[config.mk]
export PLATFORM = sky130hd
export DESIGN_NAME = corner_coord_sink
export DESIGN_NICKNAME = d
export VERILOG_FILES = /design/src/rtl/corner_coord_sink.sv
export SDC_FILE = /design/constraint.sdc
export NUM_CORES = 1
export LEC_CHECK = 0
export ABC_AREA = 1
export BUFFER_PORTS_ARGS = -buffer_cell sky130_fd_sc_hd__buf_4
export CORE_MARGIN = 5
export CORE_UTILIZATION = 50
export CTS_CLUSTER_DIAMETER = 60
export DETAILED_ROUTE_END_ITERATION = 10
export GPL_ROUTABILITY_DRIVEN = 1
export GPL_TIMING_DRIVEN = 0
export PLACE_DENSITY = 0.67
export SYNTH_ARGS = -nofsm -noshare
export SYNTH_HDL_FRONTEND = slang
export SYNTH_SLANG_ARGS = --single-unit
[constraint.sdc]
create_clock -name clk -period 2.69 [get_ports clk]
set_clock_uncertainty 0.1 [all_clocks]
set_input_delay 0.538 -clock clk [delete_from_list [all_inputs] [get_ports clk]]
set_output_delay 0.538 -clock clk [all_outputs]
set_load 0.05 [all_outputs]
[src/rtl/corner_coord_sink.sv]
// Sink for the corner detector pixel stream: tracks raster position, queues the
// (x, y) of every flagged pixel and reports per-frame counts and overflow drops.
module corner_coord_sink #(
  parameter int IMG_W = 64,
  parameter int IMG_H = 64,
  parameter int X_W   = 8,
  parameter int Y_W   = 8,
  parameter int DEPTH = 16
) (
  input  logic                     clk,
  input  logic                     reset,
  input  logic                     pix_valid,
  input  logic                     pix_corner,
  output logic                     coord_valid,
  input  logic                     coord_ready,
  output logic [X_W-1:0]           coord_x,
  output logic [Y_W-1:0]           coord_y,
  output logic                     frame_done,
  output logic [15:0]              frame_corners,
  output logic [15:0]              drop_count,
  output logic [$clog2(DEPTH):0]   fifo_level
);

  localparam int PTR_W = $clog2(DEPTH);
  localparam int LVL_W = PTR_W + 1;
  localparam int REC_W = X_W + Y_W;
  localparam logic [X_W-1:0]   X_LAST = X_W'(IMG_W - 1);
  localparam logic [Y_W-1:0]   Y_LAST = Y_W'(IMG_H - 1);
  localparam logic [LVL_W-1:0] LVL_FULL = LVL_W'(DEPTH);

  function automatic logic [15:0] sat_inc(input logic [15:0] v, input logic en);
    if (en && (v != 16'hFFFF)) begin
      sat_inc = v + 16'd1;
    end else begin
      sat_inc = v;
    end
  endfunction

  logic [X_W-1:0]   x_q, x_d;
  logic [Y_W-1:0]   y_q, y_d;
  logic [PTR_W-1:0] wr_ptr_q, wr_ptr_d, rd_ptr_q, rd_ptr_d;
  logic [LVL_W-1:0] level_q, level_d;
  logic [15:0]      drop_q, drop_d;
  logic [15:0]      frame_cnt_q, frame_cnt_d;
  logic [15:0]      frame_corners_q, frame_corners_d;
  logic             frame_done_q, frame_done_d;
  logic [REC_W-1:0] mem_q [DEPTH];

  logic push_s, pop_s, full_s, push_ok_s, last_pix_s;

  always_comb begin
    push_s     = pix_valid & pix_corner;
    pop_s      = coord_valid & coord_ready;
    full_s     = (level_q == LVL_FULL);
    // A full FIFO still accepts a push when its head leaves in the same cycle.
    push_ok_s  = push_s & (~full_s | pop_s);
    last_pix_s = pix_valid & (x_q == X_LAST) & (y_q == Y_LAST);
  end

  always_comb begin
    x_d             = x_q;
    y_d             = y_q;
    wr_ptr_d        = wr_ptr_q;
    rd_ptr_d        = rd_ptr_q;
    level_d         = level_q;
    drop_d          = sat_inc(drop_q, push_s & full_s & ~pop_s);
    frame_done_d    = last_pix_s;
    frame_cnt_d     = frame_cnt_q;
    frame_corners_d = frame_corners_q;

    if (pix_valid) begin
      if (x_q == X_LAST) begin
        x_d = {X_W{1'b0}};
        y_d = (y_q == Y_LAST) ? {Y_W{1'b0}} : y_q + Y_W'(1);
      end else begin
        x_d = x_q + X_W'(1);
      end
    end else begin
      x_d = x_q;
    end

    if (push_ok_s) begin
      wr_ptr_d = wr_ptr_q + PTR_W'(1);
    end else begin
      wr_ptr_d = wr_ptr_q;
    end
    if (pop_s) begin
      rd_ptr_d = rd_ptr_q + PTR_W'(1);
    end else begin
      rd_ptr_d = rd_ptr_q;
    end

    case ({push_ok_s, pop_s})
      2'b10:   level_d = level_q + LVL_W'(1);
      2'b01:   level_d = level_q - LVL_W'(1);
      default: level_d = level_q;
    endcase

    // Dropped records still count toward the frame total.
    if (last_pix_s) begin
      frame_corners_d = sat_inc(frame_cnt_q, push_s);
      frame_cnt_d     = 16'd0;
    end else begin
      frame_cnt_d     = sat_inc(frame_cnt_q, push_s);
    end
  end

  always_ff @(posedge clk) begin
    if (!reset) begin
      x_q             <= {X_W{1'b0}};
      y_q             <= {Y_W{1'b0}};
      wr_ptr_q        <= {PTR_W{1'b0}};
      rd_ptr_q        <= {PTR_W{1'b0}};
      level_q         <= {LVL_W{1'b0}};
      drop_q          <= 16'd0;
      frame_cnt_q     <= 16'd0;
      frame_corners_q <= 16'd0;
      frame_done_q    <= 1'b0;
    end else begin
      x_q             <= x_d;
      y_q             <= y_d;
      wr_ptr_q        <= wr_ptr_d;
      rd_ptr_q        <= rd_ptr_d;
      level_q         <= level_d;
      drop_q          <= drop_d;
      frame_cnt_q     <= frame_cnt_d;
      frame_corners_q <= frame_corners_d;
      frame_done_q    <= frame_done_d;
    end
  end

  // Record storage needs no reset; the head is masked while the FIFO is empty.
  always_ff @(posedge clk) begin
    if (reset && push_ok_s) begin
      mem_q[wr_ptr_q] <= {y_q, x_q};
    end
  end

  assign coord_valid   = (level_q != {LVL_W{1'b0}});
  assign coord_x       = coord_valid ? mem_q[rd_ptr_q][X_W-1:0] : {X_W{1'b0}};
  assign coord_y       = coord_valid ? mem_q[rd_ptr_q][REC_W-1:X_W] : {Y_W{1'b0}};
  assign frame_done    = frame_done_q;
  assign frame_corners = frame_corners_q;
  assign drop_count    = drop_q;
  assign fifo_level    = level_q;

endmodule

==> flow_summary.json, run 1 <==
{
  "run_status": "complete, but fails checks",
  "finalNetCount": 1399,
  "wl_met1_um": 15600,
  "ioPinCount": 60,
  "synthesis.area_um2": 14000,
  "cp.required_ns": 2.05,
  "ys.flop_type": "edfxtp_1",
  "ys_seq_area_share_pct": 66.7,
  "rrSetupSlack_ns": 0.16,
  "worst-path-max-fanout": 10,
  "violations": "setup timing",
  "synthCells": 1266,
  "path_cells": "buf_8 > buf_8 > clkbuf_16 > buf_4 > clkbuf_8 > nor2_1 > o22ai_1 > o21ai_2 > a21oi_4 > buf_6",
  "relSlewSlack_pct": 39.9,
  "ys_top_cells_by_count": "256 x edfxtp_1, 239 x nor2_1, 155 x o21ai_0, 121 x nand2_1, 82 x dfxtp_1",
  "power_frac_comb_pct": 28.9,
  "vdd_drop_max_v": 0.000585,
  "grt_pass1_wl_um": 56300,
  "synth_edf_count": 256,
  "fin_total_pwr_uw": 15000,
  "start_util_pct": 50.5,
  "setup_viol": 16,
  "drive_above_1_share_pct": 22.3,
  "h-tree-depth": 2,
  "sw_frac_of_total_pct": 32.6,
  "min_period_ns": 2.98,
  "min_period_over_period_pct": 111,
  "dpl.hpwl_um": 23400,
  "hold_viol": 0,
  "highest_layer": "met4",
  "power_switching_uw": 4880,
  "synth-seq-cells": 338,
  "power.density_nw_per_um2": 865,
  "syn_to_final_growth_pct": 23.6,
  "hold_class": "primary input to flop",
  "insertion_delay_ns": 0.52,
  "synth_cell_types": 43,
  "grt_max_degree": 22,
  "synth_top_cell_by_area": "edfxtp_1",
  "drtPass1Iterations": 5,
  "grt_pass1_vias": 9938,
  "critical_path.n_buffers_inverters": 6,
  "route.met3.wl_um": 3530,
  "fin_ws_ns": -0.288,
  "seqPwrFrac_pct": 38.2,
  "max_freq_mhz": 336,
  "fin_util_pct": 62.4,
  "path_clk_slew_ns": 0.06,
  "drt_wl_total_um": 38500,
  "path_class": "flop to primary output",
  "postRouteAntennaNets": 0,
  "p_clk_share_pct": 32.9,
  "setup_tns_ns": -3.83,
  "drtIter0Drc": 1210,
  "crit_path_start_kind": "flop",
  "r2r_cells": 8,
  "path_common_cell": "buf_8",
  "critPathTopFamily": "buffers and inverters",
  "port_buffers": 59,
  "yosys_warnings": 0,
  "synthTopCellsByArea": "edfxtp_1 55%, dfxtp_1 12%, nor2_1 6.4%, o21ai_0 5.5%, nand2_1 3.2%",
  "wire_per_inst_um": 21.5,
  "clk_path_buf_depth": 3,
  "diodes": 0,
  "crit_slowest_cell": "dfxtp_4",
  "timing.rr.start": "fifo_level[0]$_SDFFE_PN0P_",
  "maxSlewViolCount": 0,
  "internal_power_uw": 10100,
  "die_x_um": 177,
  "gp_congestion": 0.883,
  "cp.arrival_ns": 2.34,
  "drc_errors": 0,
  "grt_antenna_before_repair": 0,
  "crit_path_end_kind": "primary output",
  "die_h_um": 177,
  "tightest_slew_ns": 0.901,
  "syn_nets": 1282,
  "ctsHoldBuffers": 0,
  "viasPerCell": 5.78,
  "cts_root_buf": "clkbuf_16",
  "worstReg2RegEnd": "mem_q[8][3]$_DFFE_PP_",
  "dieArea_um2": 31400,
  "critPathMaxStageDelay_ns": 0.37,
  "syn_area_per_cell_um2": 11.0,
  "async_reset_ff_share_pct": 0,
  "hold_depth": 3,
  "cts_made_buffers": 37,
  "holdCritStartpoint": "pix_valid",
  "drv_cap": 0,
  "synth_top_area_share_pct": 55.0,
  "cts_tree": "done",
  "leakage_uw": 0.00590,
  "nFillCells": 2099,
  "hold-path-endpoint": "x_q[1]$_SDFFE_PN0P_",
  "grt_remaining_overflow": 0,
  "cts_num_sinks": 338,
  "met2WireLength_um": 18400,
  "core.rowCount": 61,
  "rsz0062_at_grt": "true",
  "yosys.cell_count.top_type": "edfxtp_1",
  "core_um2": 27700,
  "vias": 10348,
  "grtUsageTotal_pct": 23.6
}
flip-flops by register name (all words and copies together) (netlist names), named ones only:
name	flops
mem_q	256
drop_count	16
frame_cnt_q	16
frame_corners	16
x_q	8
y_q	8
fifo_level	5
rd_ptr_q	4
wr_ptr_q	4
frame_done	1
metal layers:
layer	GRT usage [%]	vias up
li1	-	4747
met1	32.5	4974
met2	38.6	553
met3	4.12	74
met4	7.12	0
met5	0	-
through the flow:
step           setup WS [ns]  instance area (µm²)  hold slack, ns  std cells
3_3_place_gp          -0.264                14900           0.345       1703
3_5_place_dp          -0.318                14900           0.348       1703
2_1_floorplan         -0.208                14000           0.360       1266
4_1_cts               -0.251                16900           0.258       1780
6_report              -0.288                17300           0.274       1789
5_1_grt               -0.391                17300           0.282       1789
power by group through the flow:
| stage | sequential, µW | clock [µW] | combinational [µW] |
|---|---|---|---|
| final | 5720 | 4920 | 4330 |
| after global routing | 5720 | 5200 | 4520 |
| after CTS | 5710 | 4920 | 3870 |
| after detailed placement | 5820 | 0 | 3160 |
| after global placement | 5820 | 0 | 3120 |
| after floorplan | 5880 | 0 | 1970 |
cell usage in the layout (no fill, tap or decap), types with 9 or more instances in the layout:
cell type  instances
o22ai_1           14
xnor2_1            9
edfxtp_1         256
nor3_1            12
nor2_4            22
a21oi_2           13
nand4_1           16
o21ai_1           33
buf_4             51
clkbuf_4           9
o22ai_2           10
o21ai_0          118
nor2_1           209
o221ai_2          10
nand2_1          121
clkbuf_1          12
ha_1              11
nor2_2            16
clkbuf_2          10
nand3_1           45
buf_6             28
o221ai_1          30
buf_8             11
clkbuf_16         45
o21ai_2           15
xor2_1            21
inv_1             67
dfxtp_1           77
buf_12             9
a21oi_1           26
how the worst max path moves through the flow:
stage                                          start    endpoint  depth (start not counted)
after floorplan           fifo_level[0]$_SDFFE_PN0P_  coord_x[4]                          5
after global placement                          flop  coord_y[6]                          7
after detailed placement                        flop  coord_y[6]                          7
after CTS                                       flop  coord_y[1]                         11
after global routing                            flop  coord_y[6]                         11
final                                           flop  coord_y[6]                         10
timing repair:
| item | 4_1_cts | 5_1_grt |
|---|---|---|
| pin swaps | 35 | 62 |
| gates cloned | 3 | 3 |
| endpoints found under the setup margin | 74 | 197 |
| resized for setup | 182 | 105 |
| setup buffers | 8 | 6 |
tightest hold or removal path, delay by kind of cell:
kind | cells | cell delay, ns
and+or+nand+nor | 1 | 0.08
AOI/OAI and AO/OA | 1 | 0.09
buffers and inverters | 1 | 0.14
cells by family (layout without fill, tap and decap cells):
family,Yosys count,after routing,share of synthesized area (%)
simple gates,470,470,14.8
compound gates,276,276,11.3
xor+xnor,30,30,1.88
fa+ha+maj,11,11,0.984
mux,1,1,0.0716
flops,338,338,66.7
buf+inv,140,285,4.30
area by class of cell:
class                   instances  area, µm²  share of cell area [%]
flip-flops and latches        338       9340                    54.0
multi-input cells             788       4490                    26.0
clock buffers                  47       1020                    5.88
repair buffers                 79        802                    4.64
plain buffers                  62        694                    4.02
well taps                     378        473                    2.74
inverters                      77        310                    1.79
clock inverters                20        164                   0.948
Power figures use the tool's default switching activity.
==> run 2: changes to the inputs <==
--- a/config.mk
+++ b/config.mk
@@ -8,12 +8,11 @@
 export ABC_AREA = 1
 export BUFFER_PORTS_ARGS = -buffer_cell sky130_fd_sc_hd__buf_4
 export CORE_MARGIN = 5
-export CORE_UTILIZATION = 50
+export CORE_UTILIZATION = 39
 export CTS_CLUSTER_DIAMETER = 60
 export DETAILED_ROUTE_END_ITERATION = 10
 export GPL_ROUTABILITY_DRIVEN = 1
 export GPL_TIMING_DRIVEN = 0
-export PLACE_DENSITY = 0.67
 export SYNTH_ARGS = -nofsm -noshare
 export SYNTH_HDL_FRONTEND = slang
 export SYNTH_SLANG_ARGS = --single-unit
==> run 2 against run 1 <==
  * Register-to-register slack lost 0.02 ns
  * Via count shrank 1.6%
  * The run still ends with setup timing left
  * Non-clock buffer count grew 5
  * Sequential power is essentially flat
  * Combinational power shrank 7.6%
  * Critical endpoint is now coord_x[4]
==> flow_summary.json, run 2 (synthesis results as in run 1) <==
{
  "holdCritStartpoint": "reset",
  "core_um2": 35500,
  "whs_ns": 0.263,
  "core.rowCount": 69,
  "dieArea_um2": 39700,
  "cts_root_buf": "clkbuf_16",
  "grt_pass1_vias": 10120,
  "grt_remaining_overflow": 0,
  "run_status": "complete, but fails checks",
  "r2r_cells": 8,
  "diodes": 0,
  "die_x_um": 199,
  "drtIter0Drc": 895,
  "largest_reg_flops": 256,
  "clk_path_buf_depth": 3,
  "max_freq_mhz": 337,
  "min_period_ns": 2.96,
  "insertion_delay_ns": 0.52,
  "tightest_slew_ns": 0.948,
  "stdcell_count": 1875,
  "cts_tree": "done",
  "gp_congestion": 0.842,
  "power.density_nw_per_um2": 830,
  "cp.required_ns": 2.05,
  "grtUsageTotal_pct": 19.4,
  "ctsHoldBuffers": 0,
  "path_cells": "buf_8 > inv_8 > buf_16 > buf_12 > clkbuf_16 > o21ai_2 > o221ai_1 > nand3_1 > a21oi_2 > buf_6",
  "setup_viol": 16,
  "drv_cap": 0,
  "crit_path_end_kind": "primary output",
  "ioPinCount": 60,
  "path_clk_slew_ns": 0.06,
  "viasPerCell": 5.43,
  "drc_errors": 0,
  "crit_path_start_kind": "flop",
  "cts_num_sinks": 338,
  "rsz0062_at_grt": "true",
  "grt_pass1_wl_um": 59300,
  "drt_wl_total_um": 38800,
  "timing.rr.start": "fifo_level[0]$_SDFFE_PN0P_",
  "dp.cells": 1786,
  "critPathMaxStageDelay_ns": 0.37,
  "crit_slowest_cell": "dfxtp_4",
  "hold-path-endpoint": "y_q[4]$_SDFFE_PN0P_",
  "wire_per_inst_um": 20.7,
  "finalNetCount": 1403,
  "maxSlewViolCount": 0,
  "hold_class": "primary input to flop",
  "regMostFlops": "mem_q",
  "vdd_drop_max_v": 0.000901,
  "cts_made_buffers": 36,
  "path_class": "flop to primary output",
  "port_buffers": 59,
  "final_common_cell": "edfxtp_1",
  "leakage_uw": 0.00582,
  "dpl.hpwl_um": 24900,
  "h-tree-depth": 2,
  "start_util_pct": 39.4,
  "grt_antenna_before_repair": 0,
  "detailedPlace.worstSlack_ns": -0.323,
  "final_cell_mix": "256 x edfxtp_1, 220 x nor2_1, 127 x o21ai_0",
  "postRouteAntennaNets": 0,
  "syn_to_final_growth_pct": 23.0,
  "fin_total_pwr_uw": 14300,
  "relSlewSlack_pct": 36.7,
  "drive_above_1_share_pct": 20.7,
  "worstReg2RegEnd": "mem_q[0][10]$_DFFE_PP_",
  "grt_max_degree": 22,
  "violations": "setup timing",
  "hold_viol": 0,
  "worst-path-max-fanout": 5,
  "fin_util_pct": 48.5,
  "min_period_over_period_pct": 110,
  "die_h_um": 199,
  "fin_ws_ns": -0.274,
  "vias": 10184,
  "hold_depth": 3,
  "drtPass1Iterations": 5,
  "rrSetupSlack_ns": 0.14,
  "cp.arrival_ns": 2.33
}
[run 2: power by group]
group | internal, µW | switching (µW) | total, µW
logic | 1430 | 2570 | 4000
clock network | 2500 | 2060 | 4560
registers | 5630 | 83.7 | 5710
[run 2: final cells by class]
cell class                      instances  area (µm²)
Buffer                                 61         598
Clock buffer                           47         942
Clock inverter                         18         119
Fill cell                            3145       18300
Inverter                               77         303
Multi-Input combinational cell        788        4420
Sequential cell                       338        9340
Tap cell                              461         577
Timing Repair Buffer                   85         898
[run 2: worst max path at each step]
| stage | to | slack [ns] | cells after the start |
|---|---|---|---|
| after detailed placement | coord_y[4] | -0.32 | 9 |
| after floorplan | coord_x[4] | -0.21 | 5 |
| after CTS | coord_x[7] | -0.26 | 11 |
| after global routing | coord_x[7] | -0.33 | 11 |
| final | coord_x[4] | -0.27 | 10 |
| after global placement | coord_y[4] | -0.29 | 9 |
[run 2: stage by stage]
stage / area (µm²) / setup TNS [ns]
after floorplan: 14000 / -2.10
after global placement: 15000 / -41.08
after detailed placement: 15000 / -53.18
after CTS: 16800 / -3.82
after global routing: 17200 / -5.09
final: 17200 / -3.48
[run 2: repair_timing]
action,4_1_cts,5_1_grt
buffers inserted,3,17
gates resized for setup,182,52
hold endpoints to repair,0,0
cloned,4,2
pin swaps,41,38
endpoints found under the setup margin,170,146
[run 2: worst max-delay path: cells and delay by family, from the launching register on]
kind                   cells  cell delay (ns)
buffers and inverters      6             0.79
AOI/OAI and AO/OA          3             0.48
and+or+nand+nor            1             0.18
DFF                        1             0.37
[run 2: per-layer routing]
metal  GRT usage [%]  vias to the layer above  part of all wire [%]
li1                -                     4745                     -
met1            27.3                     4935                    44
met2            31.1                      424                    46
met3            3.10                       80                   7.4
met4            5.94                        0                   2.8
met5               0                        -                     0
==> run 3: changes to the inputs <==
--- a/config.mk
+++ b/config.mk
@@ -5,14 +5,15 @@
 export SDC_FILE = /design/constraint.sdc
 export NUM_CORES = 1
 export LEC_CHECK = 0
-export ABC_AREA = 1
 export BUFFER_PORTS_ARGS = -buffer_cell sky130_fd_sc_hd__buf_4
 export CORE_MARGIN = 5
-export CORE_UTILIZATION = 39
+export CORE_UTILIZATION = 60
 export CTS_CLUSTER_DIAMETER = 60
 export DETAILED_ROUTE_END_ITERATION = 10
 export GPL_ROUTABILITY_DRIVEN = 1
 export GPL_TIMING_DRIVEN = 0
+export PLACE_DENSITY = 0.78
+export SETUP_SLACK_MARGIN = 0.2
 export SYNTH_ARGS = -nofsm -noshare
 export SYNTH_HDL_FRONTEND = slang
 export SYNTH_SLANG_ARGS = --single-unit
==> run 3 against run 2 <==
  * Final cell count shrank 34%
  * Core utilization grew 26 points
  * Total power down 3.1%
  * Flip-flop and latch count stayed put
  * Die area down 36%
  * Sequential power is essentially flat
  * Register-to-register slack gained 0.13 ns
  * The flow still finishes with violations (setup timing)
  * Clock-buffer cell count shrank 13
  * Synthesized cell count fell by 36%
  * Worst hold slack got worse by 0.036 ns
==> flow_summary.json, run 3 <==
{
  "sw_frac_of_total_pct": 28.1,
  "synth_mux_area_share_pct": 14.0,
  "largest_reg_flops": 256,
  "synth_edf_count": 256,
  "crit_path_start_kind": "flop",
  "cts_tree": "done",
  "core_um2": 21900,
  "viasPerCell": 6.49,
  "final_area_um2": 16300,
  "synth-seq-cells": 338,
  "synth_cell_types": 46,
  "syn_to_final_growth_pct": 21.7,
  "finalNetCount": 952,
  "synth-compound-area-share_pct": 3.28,
  "yosys.area_share.simple_pct": 7.66,
  "ys_seq_area_share_pct": 69.8,
  "path_class": "flop to primary output",
  "start_util_pct": 61.1,
  "cp.arrival_ns": 2.69,
  "hold_class": "primary input to flop",
  "vias": 8045,
  "wire_per_inst_um": 26.6,
  "r2r_cells": 12,
  "cp.required_ns": 2.05,
  "min_period_over_period_pct": 124,
  "h-tree-depth": 1,
  "ys.flop_type": "edfxtp_1",
  "cts_root_buf": "clkbuf_16",
  "synthCells": 806,
  "synth_top_family_by_area": "multiplexers",
  "yosys.area_share.xor_xnor_pct": 2.75,
  "path_clk_slew_ns": 0.07,
  "final_cell_mix": "256 x edfxtp_1, 80 x mux4_2, 68 x dfxtp_1",
  "cts_num_sinks": 338,
  "async_reset_ff_share_pct": 0,
  "multiInputGateArea_um2": 4030,
  "fin_total_pwr_uw": 13800,
  "grt_pass1_wl_um": 49400,
  "dpl.hpwl_um": 18100,
  "ioPinCount": 60,
  "synth_top_area_share_pct": 57.5,
  "drv_cap": 0,
  "vdd_drop_max_v": 0.000666,
  "grt_antenna_before_repair": 0,
  "gp_congestion": 0.879,
  "max_freq_mhz": 300,
  "die_x_um": 159,
  "power_frac_comb_pct": 26.6,
  "fin_util_pct": 74.3,
  "regMostFlops": "mem_q",
  "placed_area_um2": 14300,
  "clk_path_buf_depth": 3,
  "insertion_delay_ns": 0.57,
  "core.rowCount": 54,
  "rsz0062_at_grt": "true",
  "port_buffers": 58,
  "dp.cells": 1146,
  "die_h_um": 159,
  "stdcell_count": 1240,
  "synthesis.area_um2": 13400,
  "synth_top_cell_by_area": "edfxtp_1",
  "grtUsageTotal_pct": 25.4,
  "diodes": 0,
  "yosys.cell_count.top_type": "edfxtp_1",
  "drive_above_1_share_pct": 32.6,
  "detailedPlace.worstSlack_ns": -0.609,
  "p_clk_share_pct": 32.1,
  "nFillCells": 1257,
  "grt_pass1_vias": 8210,
  "internal_power_uw": 9950,
  "drtIter0Drc": 820,
  "hold_depth": 3,
  "hold_viol": 0,
  "cts_made_buffers": 31,
  "power_switching_uw": 3880,
  "syn_nets": 822,
  "drtPass1Iterations": 5,
  "tightest_slew_ns": 0.840,
  "crit_path_end_kind": "primary output",
  "postRouteAntennaNets": 0,
  "leakage_uw": 0.00550,
  "ys_top_cells_by_count": "256 x edfxtp_1, 82 x dfxtp_1, 80 x mux4_2, 79 x nor2_1, 27 x nand2_1",
  "min_period_ns": 3.33,
  "yosys_warnings": 0,
  "synthAdderAreaFrac_pct": 1.03,
  "ff_latch_area_um2": 9360,
  "setup_viol": 16,
  "ctsHoldBuffers": 0,
  "maxSlewViolCount": 0,
  "worst-path-max-fanout": 7,
  "dieArea_um2": 25400,
  "relSlewSlack_pct": 43.5,
  "power.density_nw_per_um2": 850,
  "drt_wl_total_um": 32900,
  "seqPwrFrac_pct": 41.4,
  "grt_max_degree": 22,
  "run_status": "complete, but fails checks",
  "grt_remaining_overflow": 0,
  "syn_area_per_cell_um2": 16.6,
  "final_common_cell": "edfxtp_1",
  "fin_ws_ns": -0.640,
  "synthTopCellsByArea": "edfxtp_1 57%, mux4_2 13%, dfxtp_1 12%, nor2_1 2.2%, xor2_1 1.5%",
  "drc_errors": 0,
  "violations": "setup timing"
}
==> run 3: cell types whose count changed after synthesis, moves of 18 or more <==
cell / change
a21oi_1: -18
and2_1: +19
inv_1: -59
mux4_2: +80
nand2_1: -94
nand3_1: -34
nor2_1: -160
o21ai_0: -131
o221ai_1: -40
o22ai_1: -23
==> run 3: repair_timing <==
item | in CTS | in global routing
gates resized for setup | 96 | 28
gates cloned | 3 | 1
setup endpoints to repair | 282 | 278
buffers inserted | 30 | 3
pin swaps | 15 | 14
==> run 3: metrics by stage <==
step | hold slack [ns] | setup TNS (ns)
final | 0.227 | -9.54
after global routing | 0.248 | -10.23
after CTS | 0.208 | -8.85
after detailed placement | 0.387 | -120.37
after global placement | 0.364 | -109.92
after floorplan | 0.359 | 0
==> run 3: critical path, stage by stage (launching register included) <==
cell	delay (ns)
dfxtp_4	0.39
buf_12	0.17
buf_12	0.12
buf_16	0.12
mux4_2	0.51
mux4_2	0.49
and2_4	0.16
buf_8	0.14
==> run 3: cells by family after synthesis <==
kind of cell / count (synthesis)
xor+xnor: 42
mux: 87
compound gates: 73
flops: 338
buf+inv: 49
simple gates: 206
fa+ha+maj: 11
==> run 3: worst paths after layout <==
path / start / to / slack (ns)
worst max-delay path: flop / coord_x[1] / -0.64
worst min-delay path: coord_ready / flop / 0.23
worst max register to register: fifo_level[1]$_SDFFE_PN0P_ / fifo_level[4]$_SDFFE_PN0P_ / 0.27
worst min register to register: rd_ptr_q[3]$_SDFFE_PN0N_ / flop / 0.40
==> run 3: routing by layer <==
layer / GRT usage (%) / routed length [µm]
met5: 0 / 0
met3: 3.78 / 2840
met1: 33.6 / 12400
met4: 7.68 / 1080
met2: 44.0 / 16600
==> run 3: area by class of cell <==
cell class	count	area share, %
well taps	280	2.15
inverters	9	0.208
multi-input cells	419	24.8
clock buffers	34	4.84
plain buffers	40	2.36
flip-flops and latches	338	57.5
repair buffers	97	6.76
clock inverters	23	1.37
==> run 3: power groups by stage <==
stage	logic (µW)	registers, µW	clock network (µW)
global placement	2610	5800	0
floorplan	1930	5880	0
finish	3670	5720	4430
detailed placement	2670	5810	0
CTS	3490	5710	4420
global route	3830	5730	4700
